==> src/rtl/d_cell_unit_if.sv <==
// ---------------------------------------------------------------------------
// d_cell_unit_if
//
// Purpose: data-memory port between d_cell_unit and the data memory wrapper.
//          The unit drives a registered request with direction, address and
//          write data; the memory answers with an acknowledge and read data.
//
// Signals:
//   d_req    unit -> mem  request, held until d_ack
//   d_dir    unit -> mem  0 = READ, 1 = WRITE
//   d_addr   unit -> mem  cell address (always the data pointer)
//   d_wdata  unit -> mem  write data (always the cached cell value)
//   d_ack    mem -> unit  transaction complete
//   d_rdata  mem -> unit  read data, valid in the d_ack cycle
//
// Modports: master (d_cell_unit side), slave (memory side).
// ---------------------------------------------------------------------------
interface d_cell_unit_if #(
  parameter int d_addr_width = 8
);
  logic                    d_req;
  logic                    d_dir;
  logic [d_addr_width-1:0] d_addr;
  logic [7:0]              d_wdata;
  logic                    d_ack;
  logic [7:0]              d_rdata;

  modport master (
    output d_req,
    output d_dir,
    output d_addr,
    output d_wdata,
    input  d_ack,
    input  d_rdata
  );

  modport slave (
    input  d_req,
    input  d_dir,
    input  d_addr,
    input  d_wdata,
    output d_ack,
    output d_rdata
  );
endinterface

==> src/rtl/d_cell_unit.sv <==
// ---------------------------------------------------------------------------
// d_cell_unit
//
// Purpose: data-cell unit of the brainfuck CPU. Owns the data pointer and a
//          one-cell cache of the current cell. Cell operations (+ - > < ,)
//          become single-cycle cache updates or read/write transactions on
//          the data-memory port. Exposes the cached cell and a zero flag for
//          the loop and output instructions.
//
// Configuration macro: D_CELL_WRITEBACK_EN
//   defined   : write-back cache; memory is written only on RIGHT/LEFT/FLUSH
//               when the cell is dirty.
//   undefined : write-through; INC/DEC/SET write the cell immediately,
//               FLUSH behaves as NOP.
//
// Ports:
//   clk         in   single clock, posedge
//   rst         in   asynchronous active-high reset
//   op_req      in   core requests a cell operation (sampled only in IDLE)
//   op_code     in   0 INC, 1 DEC, 2 RIGHT, 3 LEFT, 4 SET, 5 FLUSH, 6-7 NOP
//   op_wdata    in   value for SET
//   op_ack      out  one-cycle pulse, operation complete
//   cell_value  out  cached value of the cell at the pointer
//   cell_zero   out  cell_value == 0
//   d_ptr       out  current data pointer
//   mem         master modport of d_cell_unit_if (data-memory port)
// ---------------------------------------------------------------------------
module d_cell_unit #(
  parameter int d_addr_width = 8,
  parameter int d_mem_length = 64
) (
  input  logic                    clk,
  input  logic                    rst,
  input  logic                    op_req,
  input  logic [2:0]              op_code,
  input  logic [7:0]              op_wdata,
  output logic                    op_ack,
  output logic [7:0]              cell_value,
  output logic                    cell_zero,
  output logic [d_addr_width-1:0] d_ptr,
  d_cell_unit_if.master           mem
);

  localparam logic DIR_READ  = 1'b0;
  localparam logic DIR_WRITE = 1'b1;

  localparam logic [2:0] OP_INC   = 3'd0;
  localparam logic [2:0] OP_DEC   = 3'd1;
  localparam logic [2:0] OP_RIGHT = 3'd2;
  localparam logic [2:0] OP_LEFT  = 3'd3;
  localparam logic [2:0] OP_SET   = 3'd4;
  localparam logic [2:0] OP_FLUSH = 3'd5;

  localparam logic [d_addr_width-1:0] PTR_LAST = d_addr_width'(d_mem_length - 1);
  localparam logic [d_addr_width-1:0] PTR_ZERO = '0;

  typedef enum logic [2:0] {
    S_FETCH,
    S_IDLE,
    S_WB,
    S_GAP,
    S_DONE
  } state_t;

  state_t                  state_q, state_d;
  logic [d_addr_width-1:0] ptr_q, ptr_d;
  logic [7:0]              cell_q, cell_d;
  logic                    dirty_q, dirty_d;
  logic                    req_q, req_d;
  logic                    dir_q, dir_d;
  logic [2:0]              op_q, op_d;
  logic                    pending_q, pending_d;

  // State register; reset lands in FETCH so the cell at pointer 0 is loaded
  // before the first operation is accepted.
  always_ff @(posedge clk or posedge rst) begin
    if (rst) begin
      state_q   <= S_FETCH;
      ptr_q     <= '0;
      cell_q    <= 8'h00;
      dirty_q   <= 1'b0;
      req_q     <= 1'b0;
      dir_q     <= DIR_READ;
      op_q      <= 3'd0;
      pending_q <= 1'b0;
    end else begin
      state_q   <= state_d;
      ptr_q     <= ptr_d;
      cell_q    <= cell_d;
      dirty_q   <= dirty_d;
      req_q     <= req_d;
      dir_q     <= dir_d;
      op_q      <= op_d;
      pending_q <= pending_d;
    end
  end

  // Next-state logic. d_req is registered, so it is raised on the transition
  // into WB or FETCH and dropped on the edge that samples d_ack; this leaves
  // at least one low cycle between back-to-back transactions, which the
  // memory needs because its ready flag lingers for a cycle.
  // pending marks that FETCH belongs to an operation and must end in DONE;
  // the post-reset fetch has it clear and returns to IDLE silently.
  always_comb begin
    state_d   = state_q;
    ptr_d     = ptr_q;
    cell_d    = cell_q;
    dirty_d   = dirty_q;
    req_d     = req_q;
    dir_d     = dir_q;
    op_d      = op_q;
    pending_d = pending_q;

    case (state_q)
      S_FETCH: begin
        req_d = 1'b1;
        dir_d = DIR_READ;
        if (req_q && mem.d_ack) begin
          cell_d  = mem.d_rdata;
          dirty_d = 1'b0;
          req_d   = 1'b0;
          state_d = pending_q ? S_DONE : S_IDLE;
        end
      end

      S_IDLE: begin
        if (op_req) begin
          op_d      = op_code;
          pending_d = 1'b1;
          case (op_code)
            OP_INC, OP_DEC, OP_SET: begin
              if (op_code == OP_INC) begin
                cell_d = cell_q + 8'd1;
              end else if (op_code == OP_DEC) begin
                cell_d = cell_q - 8'd1;
              end else begin
                cell_d = op_wdata;
              end
              dirty_d = 1'b1;
`ifdef D_CELL_WRITEBACK_EN
              state_d = S_DONE;
`else
              req_d   = 1'b1;
              dir_d   = DIR_WRITE;
              state_d = S_WB;
`endif
            end
            OP_RIGHT, OP_LEFT: begin
              if (dirty_q) begin
                req_d   = 1'b1;
                dir_d   = DIR_WRITE;
                state_d = S_WB;
              end else begin
                state_d = S_GAP;
              end
            end
            OP_FLUSH: begin
              if (dirty_q) begin
                req_d   = 1'b1;
                dir_d   = DIR_WRITE;
                state_d = S_WB;
              end else begin
                state_d = S_DONE;
              end
            end
            default: begin
              state_d = S_DONE;
            end
          endcase
        end
      end

      S_WB: begin
        if (mem.d_ack) begin
          dirty_d = 1'b0;
          req_d   = 1'b0;
          state_d = (op_q == OP_RIGHT || op_q == OP_LEFT) ? S_GAP : S_DONE;
        end
      end

      // Pointer moves here, with d_req low, then the new cell is fetched.
      S_GAP: begin
        if (op_q == OP_RIGHT) begin
          ptr_d = (ptr_q == PTR_LAST) ? PTR_ZERO : ptr_q + 1'b1;
        end else begin
          ptr_d = (ptr_q == PTR_ZERO) ? PTR_LAST : ptr_q - 1'b1;
        end
        req_d   = 1'b1;
        dir_d   = DIR_READ;
        state_d = S_FETCH;
      end

      S_DONE: begin
        pending_d = 1'b0;
        state_d   = S_IDLE;
      end

      default: begin
        state_d = S_FETCH;
      end
    endcase
  end

  assign op_ack      = (state_q == S_DONE);
  assign cell_value  = cell_q;
  assign cell_zero   = (cell_q == 8'h00);
  assign d_ptr       = ptr_q;

  assign mem.d_req   = req_q;
  assign mem.d_dir   = dir_q;
  assign mem.d_addr  = ptr_q;
  assign mem.d_wdata = cell_q;

endmodule

==> src/flat_wrapper.sv <==
// flat-port wrapper written by rule: the top's interface ports become plain ports
module d_cell_unit_flat 
#(
  parameter int d_addr_width = 8,
  parameter int d_mem_length = 64
)
  (clk, rst, op_req, op_code, op_wdata, op_ack, cell_value, cell_zero, d_ptr, mem_d_req, mem_d_dir, mem_d_addr, mem_d_wdata, mem_d_ack, mem_d_rdata);
  d_cell_unit_if #(.d_addr_width(d_addr_width)) mem_i ();
  input  logic clk;
  input  logic rst;
  input  logic op_req;
  input  logic [2:0] op_code;
  input  logic [7:0] op_wdata;
  output logic op_ack;
  output logic [7:0] cell_value;
  output logic cell_zero;
  output logic [d_addr_width-1:0] d_ptr;
  output wire logic [$bits(mem_i.d_req)-1:0] mem_d_req;
  output wire logic [$bits(mem_i.d_dir)-1:0] mem_d_dir;
  output wire logic [$bits(mem_i.d_addr)-1:0] mem_d_addr;
  output wire logic [$bits(mem_i.d_wdata)-1:0] mem_d_wdata;
  input wire logic [$bits(mem_i.d_ack)-1:0] mem_d_ack;
  input wire logic [$bits(mem_i.d_rdata)-1:0] mem_d_rdata;
  assign mem_d_req = mem_i.d_req;
  assign mem_d_dir = mem_i.d_dir;
  assign mem_d_addr = mem_i.d_addr;
  assign mem_d_wdata = mem_i.d_wdata;
  assign mem_i.d_ack = mem_d_ack;
  assign mem_i.d_rdata = mem_d_rdata;
  d_cell_unit #(.d_addr_width(d_addr_width), .d_mem_length(d_mem_length)) u_core (.clk(clk), .rst(rst), .op_req(op_req), .op_code(op_code), .op_wdata(op_wdata), .op_ack(op_ack), .cell_value(cell_value), .cell_zero(cell_zero), .d_ptr(d_ptr), .mem(mem_i));
endmodule
==> config.mk <==
export PLATFORM = sky130hd
export DESIGN_NAME = d_cell_unit_flat
export DESIGN_NICKNAME = d
export VERILOG_FILES = /design/src/rtl/d_cell_unit_if.sv /design/src/rtl/d_cell_unit.sv /design/src/flat_wrapper.sv
export SDC_FILE = /design/constraint.sdc
export NUM_CORES = 1
export LEC_CHECK = 0
export CORE_MARGIN = 3
export CORE_UTILIZATION = 30
export DETAILED_ROUTE_END_ITERATION = 10
export SETUP_SLACK_MARGIN = 0.05
export SYNTH_ARGS = -nofsm -noshare
export SYNTH_HDL_FRONTEND = slang
export SYNTH_SLANG_ARGS = --single-unit
==> constraint.sdc <==
create_clock -name clk -period 2.4 [get_ports clk]
set_input_delay 0.72 -clock clk [delete_from_list [all_inputs] [get_ports clk]]
set_output_delay 0.72 -clock clk [all_outputs]
set_load 0.02 [all_outputs]
==> reports/metrics.sh <==
CP_MAX_FO=12
CP.BUFFERS_INVERTERS=1
ROUTED_WL_MM=5.371
CTS.REPORTEDPATHS.CLKPINSLEW_NS=0.10
FIN_UTIL=0.4374
INTERNAL_POWER_mW=1.916
CTS.REPAIR_TIMING.SETUP_BUFFER_COUNT=0
CTS_RESIZED=2
WIRE_PER_INST_UM=13.16
FINAL-MAX-SLEW-VIOLATION-COUNT=0
FIRST_PASS_GRT_WIRE_LENGTH_MM=8.873
GP_ROUTABILITY_CONGESTION=0.8598
HOLD_PATH_CLASS='reg2reg'
FINALCRITPERIODSHARE=0.9393
CELLPOWERDENSITY_mW_PER_MM2=1214
CRITICAL_PATH_SINK_TYPE='output pin'
DETAILROUTE.VIA_COUNT=1989
SETUP_VIOLATIONS=0
DRT_PASS1_ITERATIONS=4
CPPEAKSTAGEDELAY_NS=0.68
CHIPWIDTH_UM=89.68
SLEW_WORST_PIN_NS=0.5477
TRITONCTS='done'
HOLD_VIOLATIONS=0
CPMAXSTAGEDELAYCELL='sky130_fd_sc_hd__clkdlybuf4s50_1'
WORSTPATHREQUIRED_NS=1.68
IO_PINS=59
PLACEMENT.CELL_AREA_MM2=0.002815
CRITICAL_PATH.CELL_CHAIN='clkdlybuf4s50_1'
YOSYSUNIQUECELLTYPES=56
YS_WARN_COUNT=0
AREAGROWTHSYNTHTOFINISH_PCT=36.75
MAX-CLOCK-PATH-BUFFERS=2
MAIN_AREA_CONTRIBUTORS_AFTER_SYNTHESIS='sky130_fd_sc_hd__dfrtp_1 31%, sky130_fd_sc_hd__buf_4 5.7%, sky130_fd_sc_hd__nor2_1 5.4%'
RSZ0062_AT_GRT='no'
SYNTH_ENABLE_FLOP_CELLS=0
POST_SYNTH_INSTANCE_AREA_MM2=0.002101
POST_DR_VIAS_CELL=4.875
DRCVIOLATIONCOUNT=0
H-TREE-DEPTH=1
LAYOUT-DRIVE-GT1-SHARE=0.1365
SYN_INST=257
GRTUSAGETOTAL=0.1394
PATH_DELAY_FAMILY='buffers and inverters'
FINCLKSKEW_NS=0.004360
DRT_FIRST_ITER_VIOLATIONS=50
ANT_NETS=0
DETAILEDPLACE.WORSTSLACK_NS=0.04316
DIE_HEIGHT_UM=89.68
COUNT_OF_BUFFERS_FROM_PORT_BUFFERING=58
SETUP.WORST_PATH.CLASS='reg2out'
MAX_CLOCK_FREQ_MHz=443.6
DETAILED_PLACE_HPWL_MM=4.130
FINALSETUPTNS_NS=0
GRT_ANTENNA_BEFORE_REPAIR=0
NETS=345
SETUP_SLACK_NS=0.1458
PEAKVDDDROP_mV=0.4655
GRT_MAX_DEGREE=27
COMBINATIONAL_POWER_SHARE=0.666
PWR-SHARE-CLK=0.084
SYNTH.TOP_CELL.AREA_SHARE=0.3097
STATUS='finished, final reports clean'
ASYNC_RESET_FF_FRAC=1.000
YS_FF_LATCH=26
OVERFLOW_LEFT_AFTER_GLOBAL_ROUTING=0
FINAL_INSTANCE_AREA_MM2=0.002873
MAPPEDNETLISTNETS=286
DIE_FOOTPRINT_MM2=0.008043
POST_CTS_HOLD_BUFFER_COUNT=0
SWITCHING_PWR_mW=1.570
FLOORPLAN_CORE_AREA_MM2=0.006568
YS.FLOP_TYPE='sky130_fd_sc_hd__dfrtp_1'
CRITPATHARRIVALTIME_NS=1.53
NUM_ANTENNA_CELLS=0
SYNTH_TOP_AREA_CELL='sky130_fd_sc_hd__dfrtp_1'
CTSROOTBUFFERMASTER='sky130_fd_sc_hd__clkbuf_8'
SEQPWRFRAC=0.250
SYNTH_SEQ_AREA_SHARE=0.3097
NUMBER_OF_CTS_INSERTED_BUFFERS=3
POWER.LEAKAGE_nW=1.178
NUMBER_OF_GLOBAL_ROUTE_VIAS_BEFORE_REPAIR=1891
SWSHARE=0.4504
CAP_VIOL_MAX_COUNT=0
START_UTIL=0.3199
SETUP.WORST_PATH.START_CLASS='register'
SYNTHESIS.AREA_PER_INSTANCE_UM2=8.174
CLK-INSERTION-DELAY-LATE_NS=0.27
LAYOUT_MIN_CYCLE_TIME_NS=2.254
ROWS=29
SLEW-LIMIT-HEADROOM=0.6301
NUMBER_OF_SINKS_HANDLED_BY_CLOCK_TREE_SYNTHESIS=26
==> final timing paths <==
path | startpoint | to | slack [ns] | cells after the start
max | u_core.d_ptr[6] | d_ptr[6] | 0.15 | 1
min | u_core.mem.d_dir | u_core.mem.d_dir | 0.56 | 2
max reg2reg | u_core.d_ptr[0] | u_core.d_ptr[2] | 0.40 | 6
min reg2reg | u_core.mem.d_dir | u_core.mem.d_dir | 0.56 | 2
max in group asynchronous | rst | u_core.cell_value[0] | 1.34 | 3
min in group asynchronous | rst | u_core.d_ptr[0] | 0.80 | 3
==> per-layer routing <==
metal	track usage	vias to the layer above	part of all wire
met1	0.1943	925	0.49
met3	0.02464	2	0.032
met5	0	-	0
li1	-	1018	-
met4	0.02436	0	0.0058
met2	0.2287	44	0.47
==> synth_stat cells (3+ instances only) <==
library cell,count
sky130_fd_sc_hd__nor3_1,4
sky130_fd_sc_hd__nand2_1,15
sky130_fd_sc_hd__buf_4,16
sky130_fd_sc_hd__inv_1,11
sky130_fd_sc_hd__o31ai_1,3
sky130_fd_sc_hd__nand2b_1,3
sky130_fd_sc_hd__mux2_2,3
sky130_fd_sc_hd__clkbuf_1,8
sky130_fd_sc_hd__xor2_1,3
sky130_fd_sc_hd__o211ai_1,3
sky130_fd_sc_hd__nor3b_1,3
sky130_fd_sc_hd__nor2b_1,7
sky130_fd_sc_hd__o21ai_0,22
sky130_fd_sc_hd__nor2_1,30
sky130_fd_sc_hd__a211oi_1,3
sky130_fd_sc_hd__mux2i_1,4
sky130_fd_sc_hd__a22o_1,4
sky130_fd_sc_hd__dfrtp_1,26
sky130_fd_sc_hd__buf_2,4
sky130_fd_sc_hd__o21a_1,3
sky130_fd_sc_hd__nor4b_1,5
sky130_fd_sc_hd__a21oi_1,15
sky130_fd_sc_hd__nand3_1,6
sky130_fd_sc_hd__nand3b_1,4
sky130_fd_sc_hd__xnor2_1,7
sky130_fd_sc_hd__ha_1,6
sky130_fd_sc_hd__a31oi_1,4
==> cells by family after synthesis <==
| kind of cell | after synthesis | share of synthesized area |
|---|---|---|
| simple gates | 92 | 0.2400 |
| compound gates | 74 | 0.2269 |
| buf+inv | 42 | 0.1108 |
| flops | 26 | 0.3097 |
| xor+xnor | 10 | 0.04169 |
| mux | 7 | 0.03514 |
| fa+ha+maj | 6 | 0.03573 |
==> state kept, by name (all words and copies together), names as in the netlist <==
register	count
u_core.d_ptr	8
u_core.op_q	3
u_core.pending_q	1
u_core.cell_value	8
u_core.mem.d_req	1
u_core.dirty_q	1
u_core.state_q	3
u_core.mem.d_dir	1
==> through the flow <==
stage	instances	power, mW	hold WS, ns
2_1_floorplan	257	2.394	0.4957
3_3_place_gp	404	3.210	0.5140
3_5_place_dp	404	3.211	0.5395
4_1_cts	408	3.524	0.5672
5_1_grt	408	3.795	0.5856
6_report	408	3.486	0.5586
==> layout by cell type (no fill, tap or decap), types with 5 or more instances in the layout <==
| cell type | n |
|---|---|
| sky130_fd_sc_hd__clkdlybuf4s50_1 | 56 |
| sky130_fd_sc_hd__nor2_1 | 30 |
| sky130_fd_sc_hd__buf_4 | 27 |
| sky130_fd_sc_hd__dfrtp_1 | 26 |
| sky130_fd_sc_hd__o21ai_0 | 22 |
| sky130_fd_sc_hd__nand2_1 | 15 |
| sky130_fd_sc_hd__a21oi_1 | 15 |
| sky130_fd_sc_hd__inv_1 | 11 |
| sky130_fd_sc_hd__nor2b_1 | 7 |
| sky130_fd_sc_hd__xnor2_1 | 7 |
| sky130_fd_sc_hd__nand3_1 | 6 |
| sky130_fd_sc_hd__ha_1 | 6 |
| sky130_fd_sc_hd__nor4b_1 | 5 |
==> power by group through the flow <==
| stage | Sequential [mW] | Combinational, mW | Clock (mW) |
|---|---|---|---|
| final | 0.872 | 2.32 | 0.293 |
| after global routing | 0.918 | 2.55 | 0.330 |
| after CTS | 0.874 | 2.34 | 0.310 |
| after detailed placement | 0.881 | 2.33 | 0 |
| after global placement | 0.875 | 2.33 | 0 |
| after floorplan | 1.02 | 1.37 | 0 |
==> worst min-delay path: cells and delay by family (launching register included) <==
| family | cells | cell delay [ns] |
|---|---|---|
| compound gates | 1 | 0.10 |
| simple gates | 1 | 0.06 |
| flops | 1 | 0.38 |
==> layout make-up <==
class / count / area (um2)
repair buffers: 85 / 780.7
well taps: 93 / 116.4
fillers: 676 / 3695
multi-input cells: 189 / 1229
clock buffers: 4 / 55.05
flip-flops and latches: 26 / 650.6
inverters: 11 / 41.29
Power figures use the tool's default switching activity.
